File: config.mk
export PLATFORM = sky130hd
export DESIGN_NAME = scr1_vec_mem_seq
export DESIGN_NICKNAME = d
export VERILOG_FILES = /design/src/rtl/scr1_vec_mem_seq.sv
export SDC_FILE = /design/constraint.sdc
export NUM_CORES = 1
export LEC_CHECK = 0
export BUFFER_PORTS_ARGS = -buffer_cell sky130_fd_sc_hd__clkbuf_2
export CAP_MARGIN = 30
export CORE_ASPECT_RATIO = 1.1
export CORE_MARGIN = 4
export CORE_UTILIZATION = 30
export DETAILED_ROUTE_END_ITERATION = 8
export SLEW_MARGIN = 20
export SYNTH_ARGS = -nofsm -noshare
export SYNTH_HDL_FRONTEND = slang
export SYNTH_SLANG_ARGS = --single-unit
export TNS_END_PERCENT = 1
File: constraint.sdc
create_clock -name clk -period 3.35 [get_ports clk]
set_input_delay 0.67 -clock clk [delete_from_list [all_inputs] [get_ports clk]]
set_output_delay 0.67 -clock clk [all_outputs]
set_load 0.02 [all_outputs]
File: src/rtl/scr1_vec_mem_seq.sv
// Vector memory sequencer: moves one MPRF vector register to or from LANE
// consecutive memory words, issuing one data-memory transaction per lane.
module scr1_vec_mem_seq #(
    parameter int LANE = 4,
    parameter int XLEN = 32,
    parameter int AW   = 5
) (
    input  logic                 clk,
    input  logic                 rst_n,
    input  logic                 cmd_valid,
    output logic                 cmd_ready,
    input  logic                 cmd_is_store,
    input  logic [31:0]          cmd_addr,
    input  logic [AW-1:0]        cmd_vreg,
    output logic                 done,
    output logic                 done_err,
    output logic [AW-1:0]        seq2mprf_rs_addr,
    output logic                 seq2mprf_rs_is_vector,
    input  logic [LANE*XLEN-1:0] mprf2seq_rs_data,
    output logic                 seq2mprf_w_req,
    output logic [AW-1:0]        seq2mprf_rd_addr,
    output logic                 seq2mprf_rd_is_vector,
    output logic [LANE*XLEN-1:0] seq2mprf_rd_data,
    output logic                 dmem_req,
    output logic                 dmem_cmd,
    output logic [31:0]          dmem_addr,
    output logic [XLEN-1:0]      dmem_wdata,
    input  logic                 dmem_req_ack,
    input  logic [XLEN-1:0]      dmem_rdata,
    input  logic [1:0]           dmem_resp
);

    localparam int            LW        = $clog2(LANE);
    localparam logic [LW-1:0] LAST_LANE = LW'(LANE - 1);

    typedef enum logic [2:0] {
        IDLE,
        RD_VREG,
        REQ,
        WAIT_RESP,
        WR_VREG,
        DONE
    } state_e;

    state_e               state_q;
    state_e               state_d;
    logic [LW-1:0]        lane_q;
    logic                 is_store_q;
    logic [31:0]          addr_q;
    logic [AW-1:0]        vreg_q;
    logic                 err_q;
    logic [LANE*XLEN-1:0] buf_q;

    logic                 misalign;
    logic                 resp_take;
    logic                 resp_ok;
    logic                 resp_err;
    logic                 last_lane;
    logic [XLEN-1:0]      lane_word;

    assign misalign  = (cmd_addr[1:0] != 2'b00);
    // A response is consumed in WAIT_RESP, or in REQ when it arrives with the ack.
    assign resp_take = (state_q == WAIT_RESP) || ((state_q == REQ) && dmem_req_ack);
    assign resp_ok   = resp_take && (dmem_resp == 2'b01);
    assign resp_err  = resp_take && (dmem_resp == 2'b10);
    assign last_lane = (lane_q == LAST_LANE);

    // NOTE: sequential state uses non-blocking assignments so every register
    // samples the pre-edge values of the others, independent of block order.
    always_ff @(posedge clk or negedge rst_n) begin
        if (!rst_n) begin
            state_q <= IDLE;
        end else begin
            state_q <= state_d;
        end
    end

    // NOTE: state_d gets its default before the case so no path leaves it
    // unassigned, which would otherwise infer a latch.
    always_comb begin
        state_d = state_q;
        case (state_q)
            IDLE: begin
                if (cmd_valid) begin
                    if (misalign) begin
                        state_d = DONE;
                    end else if (cmd_is_store) begin
                        state_d = RD_VREG;
                    end else begin
                        state_d = REQ;
                    end
                end
            end
            RD_VREG: state_d = REQ;
            REQ, WAIT_RESP: begin
                if (resp_err) begin
                    state_d = DONE;
                end else if (resp_ok) begin
                    if (!last_lane) begin
                        state_d = REQ;
                    end else if (is_store_q) begin
                        state_d = DONE;
                    end else begin
                        state_d = WR_VREG;
                    end
                end else if ((state_q == REQ) && dmem_req_ack) begin
                    state_d = WAIT_RESP;
                end
            end
            WR_VREG: state_d = DONE;
            DONE:    state_d = IDLE;
            default: state_d = IDLE;
        endcase
    end

    // NOTE: the vector buffer is reset like any other register; it is only
    // LANE words of flops, not an array macro, so the reset costs nothing odd.
    always_ff @(posedge clk or negedge rst_n) begin
        if (!rst_n) begin
            lane_q     <= '0;
            is_store_q <= 1'b0;
            addr_q     <= '0;
            vreg_q     <= '0;
            err_q      <= 1'b0;
            buf_q      <= '0;
        end else begin
            if ((state_q == IDLE) && cmd_valid) begin
                is_store_q <= cmd_is_store;
                addr_q     <= cmd_addr;
                vreg_q     <= cmd_vreg;
                lane_q     <= '0;
                err_q      <= misalign;
            end
            if (state_q == RD_VREG) begin
                buf_q <= mprf2seq_rs_data;
            end
            if (resp_ok) begin
                if (!is_store_q) begin
                    for (int i = 0; i < LANE; i++) begin
                        if (lane_q == LW'(i)) begin
                            buf_q[i*XLEN +: XLEN] <= dmem_rdata;
                        end
                    end
                end
                if (!last_lane) begin
                    lane_q <= lane_q + LW'(1);
                end
            end
            if (resp_err) begin
                err_q <= 1'b1;
            end
        end
    end

    always_comb begin
        lane_word = '0;
        for (int i = 0; i < LANE; i++) begin
            if (lane_q == LW'(i)) begin
                lane_word = buf_q[i*XLEN +: XLEN];
            end
        end
    end

    assign cmd_ready             = (state_q == IDLE);
    assign done                  = (state_q == DONE);
    assign done_err              = done && err_q;

    assign seq2mprf_rs_is_vector = 1'b1;
    assign seq2mprf_rs_addr      = (state_q == RD_VREG) ? vreg_q : '0;

    assign seq2mprf_rd_is_vector = 1'b1;
    assign seq2mprf_w_req        = (state_q == WR_VREG);
    assign seq2mprf_rd_addr      = seq2mprf_w_req ? vreg_q : '0;
    assign seq2mprf_rd_data      = buf_q;

    // Address arithmetic wraps modulo 2^32 by construction of the 32-bit add.
    assign dmem_req              = (state_q == REQ);
    assign dmem_cmd              = dmem_req && is_store_q;
    assign dmem_addr             = dmem_req ? (addr_q + 32'({lane_q, 2'b00})) : '0;
    assign dmem_wdata            = dmem_req ? lane_word : '0;

endmodule

# After elaboration in Yosys (flattened, before gate mapping)
# Index checks and enable logic that the tools add are counted.
# W data, S select, Z words.
# totals
in_bits	204
reg_bits	172
word_cells	63
out_inout_bits	210
# classes
mux	29
eq_ne	12
reduce_logical	13
add_sub_neg	2
# op_table
cell	count
$mux W128	3
$mux W32	10
$add A32 B4 Y32	1
$mux W3	6
$pmux W3 S4	1
$mux W5	2
$mux W2	4
$eq A2 B2 Y1 const B	3
$eq A3 B2 Y1 const B	2
$eq A3 B3 Y1 const B	2
$logic_and A1 B1 Y1	6
$eq A2 B1 Y1 const B	2
$ne A4 B4 Y1 const B	1
$reduce_bool A2 Y1	2
$eq A3 B1 Y1 const B	1
$logic_not A3 Y1	1
$mux W1	3
$add A2 B1 Y2 const B	1
$logic_not A2 Y1	1
$ne A2 B2 Y1 const B	1
$reduce_and A2 Y1	1
$reduce_or A2 Y1	1
$logic_or A1 B1 Y1	1

# Longest topological paths before layout
# Gate-level depths: netlist of run 1.
# depth
depth_word	7
mapped_depth	8
ltp_nobuf	6

# Worst setup path before layout of run 1
# Ideal clock, no wire load.
# synth_path
path_kind	reg2out
startpoint	register lane_q[0]
endpoint	output port dmem_addr[28]
required_time_ns	2.680
path_buffers	0
setup_slack_ns	0.315
stages_incl_launch_ff	7
arrival_time_ns	2.365
path_cell_list	dfrtp_1 > ha_1 > fa_1 > nand3_4 > or4_4 > or4_1 > a21oi_1
# synth_between
elab_chain_cells	2
# synth_rtl
element	line	source
start: declaration	47	logic [LW-1:0] lane_q;
start signal: assignment	146	lane_q <= lane_q + LW'(1);
$add A32 B4 Y32	179	assign dmem_addr = dmem_req ? (addr_q + 32'({lane_q, 2'b00})) : '0;
$mux W32	179	
end: declaration	26	output logic [31:0] dmem_addr,
# No other way between the ends.

# Worst setup path in the final report of run 1
# layout_path
startpoint	register lane_q[0]
endpoint	output port dmem_addr[22]
# The elaborated chain is that of the path after synthesis.

==> results of run 1 <==
## registers in the layout, summed over array words and instances, names as in the netlist
signal,flops
addr_q,32
err_q,1
is_store_q,1
lane_q,2
seq2mprf_rd_data,128
state_q,3
vreg_q,5
## worst reg2reg max path, cell delays in order, from the launching register on
cell and delay (ns):
dfrtp_1 0.47, nand2b_1 0.25, nor4_4 0.75, and2_2 0.29
buf_4 0.39, o21ai_0 0.20
## synth_stat cells (2+ instances only)
cell,instances,share of area [%]
dfrtp_1,172,44
nand3_1,167,8.6
o21ai_0,151,7.7
mux2i_1,131,13
nand2_1,113,4.3
clkbuf_1,62,2.4
o31ai_1,37,2.8
nor2b_1,33,2.1
a221oi_1,31,2.8
buf_2,25,1.3
and2_1,19,1.2
a21oi_1,17,0.87
nor2_1,15,0.58
inv_1,12,0.46
or3_1,12,0.77
xnor2_1,10,0.90
buf_1,7,0.27
nor4_1,7,0.45
and3_1,6,0.38
ha_1,6,0.77
nor3_1,6,0.31
nand4_1,5,0.32
or4_1,5,0.38
nand2b_1,4,0.26
and4_1,3,0.27
buf_4,2,0.15
nor3b_1,2,0.15
o22ai_1,2,0.13
o31a_1,2,0.18
or4_4,2,0.23
## worst min-delay path by stage
stage / from / slack [ns] / endpoint / depth (start not counted)
floorplan: rst_n / 0.37 / addr_q[0]$_DFFE_PN0P_ / 0
global placement: addr_q[0]$_DFFE_PN0P_ / 0.46 / addr_q[0]$_DFFE_PN0P_ / 2
detailed placement: addr_q[1]$_DFFE_PN0P_ / 0.46 / addr_q[1]$_DFFE_PN0P_ / 2
CTS: rst_n / 0.14 / seq2mprf_rd_data[27]$_DFF_PN0_ / 1
global route: rst_n / 0.15 / seq2mprf_rd_data[91]$_DFF_PN0_ / 1
finish: rst_n / 0.14 / seq2mprf_rd_data[27]$_DFF_PN0_ / 1
## report_power, final
part	switching [mW]	internal, mW	leakage (nW)
logic	4.30	2.41	3.43
clock network	0.895	1.18	0.286
registers	1.08	3.14	2.07
## layer usage
layer | part of all wire, % | wire length (microns)
met1 | 42 | 16170
met2 | 49 | 19260
met3 | 7.0 | 2729
met4 | 2.0 | 770
met5 | 0 | 0
## cell families after synthesis
kind of cell,synth area share [%]
buffers and inverters,4.662
AO/OA/AOI/OAI,14.86
multiplexers,13.42
other,0.03839
flip-flops,44.06
adder cells (fa/ha/maj),0.9735
AND/OR/NAND/NOR,20.99
XOR/XNOR,0.9863
## area by class of cell
| type | count | share of cell area [%] |
|---|---|---|
| Clock inverter | 9 | 0.8383 |
| Sequential cell | 172 | 32.78 |
| Inverter | 12 | 0.3429 |
| Multi-Input combinational cell | 800 | 38.94 |
| Clock buffer | 23 | 3.715 |
| Timing Repair Buffer | 454 | 19.31 |
| Tap cell | 426 | 4.058 |
| Antenna cell | 1 | 0.01905 |
## repair_timing
item	4_1_cts	5_1_grt
pin swaps	5	10
setup buffers	8	1
setup endpoints to repair	10	11
gates resized for setup	10	28
==> impl_metrics.csv, run 1 <==
group,metric,value,unit
finish,multi_input_area,5115,sq um
timing,tns,0,ns
logic_synthesis,synth_edf_count,0,
timing,worst_slew_margin_rel,40.10,%
placed_design,gp_congestion,0.8789,
clock_network,cts_root_buffer,"clkbuf_16",
timing,max_freq,300.7,MHz
finish,mostFrequentLayoutCells,"clkbuf_2, dfrtp_1, nand3_1",
worst_setup_path,r2r_cells,5,
floorplan,ioPinCount,414,
global_route,grt_overflow,0,
floorplan,die_h,197.3,microns
worst_setup_path,r2r_slack,0.87,ns
timing,hold_violations,0,
worst_setup_path,critPathKind,"reg -> out",
clock_network,numCtsBuffers,17,
global_route,use_met3,4.309,%
worst_setup_path,setup.worst_path.start,"lane_q[0]$_DFF_PN0_",
timing,skew,0.01133,ns
logic_synthesis,ys_warn_count,0,
timing,hold_slack,0.1442,ns
timing,slew_viol_final,0,
clock_network,clk_latency,0.44,ns
timing,finalCritPeriodShare,99.29,%
placed_design,dpl_cell_area,12370,sq um
logic_synthesis,synth_seq_cells,172,
logic_synthesis,synth-main-ff-cell,"dfrtp_1",
logic_synthesis,mappedNetlistArea,9768,sq um
global_route,first_global_vias,10034,
clock_network,clk_pin_slew,0.07,ns
finish,syn_to_final_growth,34.47,%
routing,dr.pass1.iters,5,
pwr,irDropWorstVdd,0.0004653,V
floorplan,rows,69,
clock_network,cts.htree.levels,4,
worst_setup_path,cp-endpoint,"dmem_addr[22]",
worst_setup_path,cp_slowest_cell,"or4_4",
global_route,grt_max_degree,91,
logic_synthesis,synth_cell_types,44,
finish,utilization,40.79,%
routing,drt-wirelength-per-cell,20.52,microns
placed_design,dp_cells,1855,
worst_setup_path,required,2.68,ns
worst_setup_path,cp_max_fo,7,
floorplan,initial_core_util,30.33,%
worst_setup_path,path_cells,"ha_2 -> fa_2 -> nand3_4 -> or4_4 -> or4_4 -> a21oi_2 -> buf_6",
timing,finalWorstSetupSlack,0.02389,ns
worst_setup_path,arrival,2.66,ns
placed_design,post-dp-hpwl,27.64,mm
global_route,grt.busiest_layer,"met2",
floorplan,die_w,180.0,microns
placed_design,portBuffers,411,
clock_network,tritoncts,"yes",
worst_setup_path,crit_family,"simple AND/OR/NAND/NOR gates",
clock_network,cts.path.max_buffers,2,
finish,final_area,13140,sq um
finish,final_layout_size_suffix_gt1_share,34.90,%
clock_network,clock-sinks,172,
pwr,power_density,990.1,nW/um^2
routing,vias,10034,
logic_synthesis,postSynthCellCount,1080,
logic_synthesis,async_reset_ff_share,100.0,%
worst_setup_path,crit_top_cell,"or4_4",
floorplan,die-area,35510,sq um
routing,drc,0,
routing,viasPerCell,5.289,
routing,drt-initial-drc-count,696,
finish,nFillCells,3241,
worst_setup_path,r2r_start,"state_q[1]$_DFFE_PN0P_",
clock_network,cts_hold_buf,0,
worst_hold_path,hold_path_class,"in -> async",
worst_setup_path,cp.depth,7,
timing,setup_viol,0,
worst_setup_path,worstReg2RegEnd,"seq2mprf_rd_data[74]$_DFF_PN0_",
worst_setup_path,cp-start-kind,"register",
worst_setup_path,worst_path_largest_cell_delay,0.55,ns
routing,antenna_left,0,
finish,final-seq-area,4305,sq um
global_route,track_usage,20.93,%
run,maxCapViolCount,0,
global_route,antenna_found_initial,2,
finish,final_nets,1668,
placed_design,dpl_worst_slack,0.1849,ns
global_route,use_met2,35.81,%
timing,fin_crit,3.326,ns
routing,finalWirelength,38.93,mm
worst_setup_path,path_buf_inv,1,
outcome,status,"finished, final reports clean",
floorplan,core,32200,sq um
pwr,power.leakage,5.792,nW
timing,tightest_slew,0.8984,ns
worst_setup_path,end_kind,"output port",
logic_synthesis,ys_seq_area_share,44.06,%
global_route,grtUsageMet1,27.03,%
finish,layoutNonFillerInstCount,1897,
logic_synthesis,avgSynthCellArea,9.045,sq um
pwr,total_power,13.01,mW
global_route,grt_pass1_wl,59.18,mm
timing,rsz0062_at_grt,"yes",
finish,mostFrequentLayoutCell,"clkbuf_2",
Note: power is estimated with default switching activity, not from simulation.
==> run 2: changes to the inputs <==
--- a/config.mk
+++ b/config.mk
@@ -11,6 +11,7 @@
 export CORE_MARGIN = 4
 export CORE_UTILIZATION = 30
 export DETAILED_ROUTE_END_ITERATION = 8
+export GPL_TIMING_DRIVEN = 0
 export SLEW_MARGIN = 20
 export SYNTH_ARGS = -nofsm -noshare
 export SYNTH_HDL_FRONTEND = slang
==> impl_metrics.csv, run 2 (synthesis results as in run 1) <==
group,metric,value,unit
timing,skew,0.01053,ns
clock_network,cts.path.max_buffers,2,
worst_setup_path,cp_max_fo,8,
finish,mostFrequentLayoutCells,"clkbuf_2, dfrtp_1, nand3_1",
timing,slew_viol_final,0,
outcome,status,"finished, violations left",
worst_setup_path,path_cells,"ha_1 -> a21oi_2 -> or4_4 -> or4_1 -> a21oi_2 -> clkbuf_8",
finish,syn_to_final_growth,36.77,%
pwr,internal_power,6.799,mW
pwr,irDropWorstVdd,0.0005566,V
clock_network,cts.htree.levels,4,
timing,hold_slack,0.1255,ns
routing,drt-wirelength-per-cell,23.34,microns
worst_setup_path,path_buf_inv,1,
clock_network,numCtsBuffers,17,
timing,worst_slew_margin_rel,28.64,%
finish,final_layout_size_suffix_gt1_share,34.66,%
global_route,track_usage,24.79,%
floorplan,rows,69,
routing,finalWirelength,45.67,mm
run,maxCapViolCount,0,
worst_setup_path,worst_path_largest_cell_delay,0.56,ns
timing,setup_viol,5,
pwr,clock_power_share,16.2,%
clock_network,clk_latency,0.44,ns
finish,final_area,13360,sq um
global_route,grt_overflow,0,
global_route,grt_pass1_wl,67.63,mm
clock_network,cts_root_buffer,"clkbuf_16",
worst_setup_path,end_kind,"output port",
clock_network,tritoncts,"yes",
finish,final_nets,1727,
outcome,violations,"setup timing",
worst_setup_path,critPathKind,"reg -> out",
pwr,p_seq_share,31.5,%
placed_design,dpl_cell_area,12430,sq um
global_route,first_global_vias,10784,
floorplan,initial_core_util,30.33,%
finish,mostFrequentLayoutCell,"clkbuf_2",
routing,dr.pass1.iters,5,
worst_hold_path,hold_path_class,"in -> async",
floorplan,die_w,180.0,microns
floorplan,core,32200,sq um
finish,final-seq-area,4307,sq um
placed_design,portBuffers,411,
timing,rsz0062_at_grt,"yes",
floorplan,ioPinCount,414,
routing,drt-initial-drc-count,737,
pwr,swShare,49.52,%
routing,vias,10587,
pwr,pwr-share-comb,52.3,%
timing,hold_violations,0,
pwr,power_density,1008,nW/um^2
clock_network,clk_pin_slew,0.08,ns
worst_setup_path,cp-start-kind,"register",
timing,fin_crit,3.384,ns
floorplan,die-area,35510,sq um
floorplan,die_h,197.3,microns
routing,drc,0,
placed_design,post-dp-hpwl,34.26,mm
routing,antenna_left,0,
global_route,antenna_found_initial,2,
worst_setup_path,crit_family,"simple AND/OR/NAND/NOR gates",
routing,viasPerCell,5.410,
global_route,grt_max_degree,85,
clock_network,clock-sinks,172,
worst_setup_path,arrival,2.71,ns
pwr,power.leakage,5.945,nW
timing,finalCritPeriodShare,101.0,%
finish,largest_reg_flops,128,
pwr,p_switching,6.670,mW
worst_setup_path,crit_top_cell,"a21oi_2",
placed_design,gp_congestion,0.9132,
finish,nFillCells,3321,
timing,finalWorstSetupSlack,-0.03367,ns
timing,tightest_slew,1.070,ns
timing,max_freq,295.5,MHz
worst_setup_path,cp_slowest_cell,"or4_4",
worst_setup_path,required,2.68,ns
finish,multi_input_area,5141,sq um
[run 2: cell count changes in the layout (fill, tap and decap cells not counted), sizes merged]
cell,delta
diode,+1
inv,+3
clkbuf,+56
clkinvlp,-3
bufinv,+1
buf,-1
clkinv,+3
[run 2: layer usage]
layer | up-vias | GRT usage (%) | part of all wire, %
met1 | 5209 | 32.63 | 42
met2 | 516 | 40.76 | 48
met3 | 74 | 4.641 | 6.7
met4 | 0 | 9.720 | 3.0
li1 | 4788 | - | -
met5 | - | 0 | 0
[run 2: timing repair]
action,4_1_cts,5_1_grt
setup buffers,4,1
resized for setup,80,24
pin swaps,11,2
setup endpoints to repair,53,49
hold buffers,0,0
[run 2: path summary, 6_finish.rpt]
path | startpoint | endpoint | slack [ns] | depth (start not counted)
setup / recovery | lane_q[1]$_DFF_PN0_ | dmem_addr[27] | -0.03 | 6
hold reg to reg | addr_q[0]$_DFFE_PN0P_ | addr_q[0]$_DFFE_PN0P_ | 0.48 | 2
setup reg to reg | state_q[1]$_DFFE_PN0P_ | seq2mprf_rd_data[106]$_DFF_PN0_ | 0.75 | 6
hold / removal | rst_n | seq2mprf_rd_data[58]$_DFF_PN0_ | 0.13 | 1
max in group asynchronous | rst_n | seq2mprf_rd_data[0]$_DFF_PN0_ | 2.12 | 3
min in group clk | cmd_addr[9] | addr_q[9]$_DFFE_PN0P_ | 0.42 | 3
[run 2: power by group through the flow]
| stage | combinational, mW | sequential [mW] | clock (mW) |
|---|---|---|---|
| 2_1_floorplan | 3.24 | 4.89 | 0 |
| 3_3_place_gp | 6.69 | 4.22 | 0 |
| 3_5_place_dp | 6.79 | 4.23 | 0 |
| 4_1_cts | 7.03 | 4.20 | 2.23 |
| 5_1_grt | 7.61 | 4.37 | 2.31 |
| 6_report | 7.04 | 4.24 | 2.18 |
[run 2: layout make-up]
cell class | count | share of cell area, %
Clock buffer | 19 | 3.315
Multi-Input combinational cell | 800 | 38.48
Timing Repair Buffer | 418 | 16.61
Tap cell | 426 | 3.990
Inverter | 12 | 0.3371
Buffer | 95 | 3.643
Clock inverter | 13 | 1.349
Antenna cell | 2 | 0.03746
Sequential cell | 172 | 32.23
[run 2: metrics by stage]
step                      setup slack [ns]  TNS [ns]  total power [mW]  utilization, %  std cells
after floorplan                     0.3147         0             8.126               -       1081
after global placement              -1.857   -327.72             10.91           38.39       1918
after detailed placement           -0.6176    -12.56             11.02           38.59       1920
after CTS                         -0.08875   -0.6593             13.46           41.37       1954
after global routing               -0.1222    -2.407             14.28           41.49       1957
final                             -0.03367  -0.07231             13.47           41.49       1957
[run 2: worst register-to-register path: stages, from the launching register on]
cell and delay, ns:
dfrtp_1 0.32, clkbuf_1 0.26, nand2b_2 0.18, nor4_2 0.55
and2_1 0.42, clkbuf_1 0.53, o21ai_0 0.20
==> run 3: changes to the inputs <==
--- a/config.mk
+++ b/config.mk
@@ -5,6 +5,7 @@
 export SDC_FILE = /design/constraint.sdc
 export NUM_CORES = 1
 export LEC_CHECK = 0
+export ABC_AREA = 1
 export BUFFER_PORTS_ARGS = -buffer_cell sky130_fd_sc_hd__clkbuf_2
 export CAP_MARGIN = 30
 export CORE_ASPECT_RATIO = 1.1
==> impl_metrics.csv, run 3 <==
group,metric,value,unit
worst_setup_path,cp-endpoint,"dmem_wdata[14]",
finish,final_layout_size_suffix_gt1_share,28.00,%
logic_synthesis,synthDominantCellAreaShare,42.03,%
clock_network,clk_latency,0.45,ns
timing,rsz0062_at_grt,"yes",
floorplan,die_h,201.8,microns
finish,layoutNonFillerInstCount,2434,
clock_network,cts.htree.levels,4,
timing,setup_viol,0,
pwr,power_density,1056,nW/um^2
logic_synthesis,synth_seq_cells,172,
logic_synthesis,synth_cell_types,31,
global_route,antenna_found_initial,5,
global_route,grtUsageMet1,31.60,%
logic_synthesis,mappedNetlistArea,10240,sq um
routing,drt-initial-drc-count,786,
placed_design,dpl_worst_slack,0.04985,ns
worst_setup_path,r2r_cells,7,
logic_synthesis,async_reset_ff_share,100.0,%
floorplan,rows,70,
logic_synthesis,synth_top_cells_by_area,"dfrtp_1, nand2_1, o21ai_0, a21oi_1, nor2_1",
logic_synthesis,ys_warn_count,0,
global_route,use_met2,43.55,%
clock_network,numCtsBuffers,17,
worst_hold_path,hold_path_class,"in -> async",
timing,hold_violations,0,
timing,tightest_slew,0.7957,ns
routing,finalWirelength,48.42,mm
placed_design,post-dp-hpwl,38.16,mm
routing,viasPerCell,4.962,
routing,drt-wirelength-per-cell,19.89,microns
floorplan,ioPinCount,414,
timing,fin_crit,3.220,ns
finish,utilization,40.60,%
run,maxCapViolCount,0,
finish,largest_reg_flops,128,
global_route,use_met3,5.760,%
timing,max_freq,310.5,MHz
outcome,status,"finished, final reports clean",
global_route,grt_max_degree,82,
clock_network,clk_pin_slew,0.07,ns
logic_synthesis,synth_commonest_cells,"nand2_1, o21ai_0, dfrtp_1, nor2_1, inv_1",
timing,finalCritPeriodShare,96.12,%
routing,drc,0,
global_route,track_usage,25.41,%
finish,final_nets,2198,
floorplan,die_w,184.2,microns
finish,mostFrequentLayoutCells,"nand2_1, clkbuf_2, o21ai_0",
routing,antenna_left,0,
timing,skew,0.01221,ns
worst_setup_path,r2r_slack,1.26,ns
timing,worst_slew_margin_rel,46.95,%
logic_synthesis,avgSynthCellArea,6.590,sq um
worst_setup_path,setup.worst_path.start,"lane_q[0]$_DFF_PN0_",
global_route,first_global_vias,12005,
clock_network,cts.path.max_buffers,2,
finish,syn_to_final_growth,32.63,%
logic_synthesis,synth.largest_area_cell,"dfrtp_1",
finish,mostFrequentLayoutCell,"nand2_1",
placed_design,portBuffers,411,
timing,finalWorstSetupSlack,0.1299,ns
logic_synthesis,synth.most_common_cell,"nand2_1",
pwr,power.leakage,7.390,nW
worst_setup_path,cp_max_fo,10,
logic_synthesis,synth_edf_count,0,
floorplan,die-area,37160,sq um
floorplan,initial_core_util,30.61,%
logic_synthesis,postSynthCellCount,1554,
worst_setup_path,critPathKind,"reg -> out",
routing,vias,12077,
placed_design,gp_congestion,0.9236,
worst_setup_path,end_kind,"output port",
routing,dr.pass1.iters,5,
timing,slew_viol_final,0,
logic_synthesis,ys_seq_area_share,42.03,%
clock_network,tritoncts,"yes",
logic_synthesis,synth-main-ff-cell,"dfrtp_1",
floorplan,core,33460,sq um
global_route,grt_overflow,0,
worst_setup_path,r2r_start,"lane_q[0]$_DFF_PN0_",
placed_design,dp_cells,2400,
worst_setup_path,worstReg2RegEnd,"seq2mprf_rd_data[70]$_DFF_PN0_",
global_route,grt.busiest_layer,"met2",
worst_setup_path,arrival,2.55,ns
global_route,grt_pass1_wl,72.09,mm
clock_network,cts_root_buffer,"clkbuf_16",
worst_setup_path,required,2.68,ns
pwr,irDropWorstVdd,0.0004771,V
clock_network,clock-sinks,172,
worst_setup_path,cp-start-kind,"register",
## run 3: critical path, stage by stage, from the launching register on
cell and delay [ns]:
dfrtp_2 0.45, ha_1 0.21, buf_2 0.18, inv_1 0.08, nand2_2 0.11, buf_4 0.22
nor2_1 0.10, a21oi_1 0.04, or2_2 0.31, a21oi_4 0.18, clkbuf_2 0.20
## run 3: final cells by class
cell class	count	area, sq um
Clock inverter	13	128.9
Timing Repair Buffer	414	2136
Clock buffer	19	442.9
Multi-Input combinational cell	1172	5146
Sequential cell	172	4307
Buffer	88	416.7
Tap cell	432	540.5
Inverter	122	460.4
Antenna cell	2	5.005
Fill cell	3669	19870
## run 3: logic make-up (layout without fill, tap and decap cells)
| kind of cell | Yosys count | after routing | share of synthesized area, % |
|---|---|---|---|
| other cells | 1 | 4 | 0.03662 |
| simple gates | 821 | 821 | 31.92 |
| compound gates | 340 | 340 | 16.64 |
| flops | 172 | 172 | 42.03 |
| fa+ha+maj | 7 | 7 | 0.9285 |
| buf+inv | 211 | 656 | 8.271 |
| xor+xnor | 2 | 2 | 0.1711 |
## run 3: power breakdown
| part | switching [mW] | internal, mW | leakage, nW |
|---|---|---|---|
| sequential | 0.948 | 3.12 | 2.12 |
| combinational | 5.58 | 2.69 | 5.00 |
| clock | 0.951 | 1.06 | 0.275 |
## run 3: how the worst min path moves through the flow
stage / to / slack (ns) / depth (start not counted)
floorplan: addr_q[0]$_DFFE_PN0P_ / 0.37 / 0
global placement: is_store_q$_DFFE_PN0P_ / 0.47 / 2
detailed placement: is_store_q$_DFFE_PN0P_ / 0.47 / 2
CTS: addr_q[25]$_DFFE_PN0P_ / 0.06 / 1
global route: addr_q[25]$_DFFE_PN0P_ / 0.07 / 1
finish: addr_q[25]$_DFFE_PN0P_ / 0.08 / 1
## run 3: what timing repair did
| action | in CTS | in global routing |
|---|---|---|
| setup buffers | 0 | 1 |
| resized for setup | 25 | 23 |
| hold buffers | 0 | 0 |
| endpoints found under the setup margin | 34 | 34 |
## run 3: through the flow
stage	TNS (ns)	hold WS [ns]	cell area, sq um	power [mW]
2_1_floorplan	0	0.3744	10240	9.039
3_3_place_gp	-324.08	0.4701	12840	12.06
3_5_place_dp	0	0.4732	12910	12.18
4_1_cts	-0.5946	0.06457	13530	14.31
5_1_grt	-0.1018	0.07022	13580	15.42
6_report	0	0.08153	13580	14.34
## run 3: per-layer routing
layer | up-vias | share of wire (%)
met2 | 564 | 49
met4 | 6 | 3.1
met3 | 91 | 7.4
li1 | 5744 | -
met5 | - | 0.095
met1 | 5672 | 40
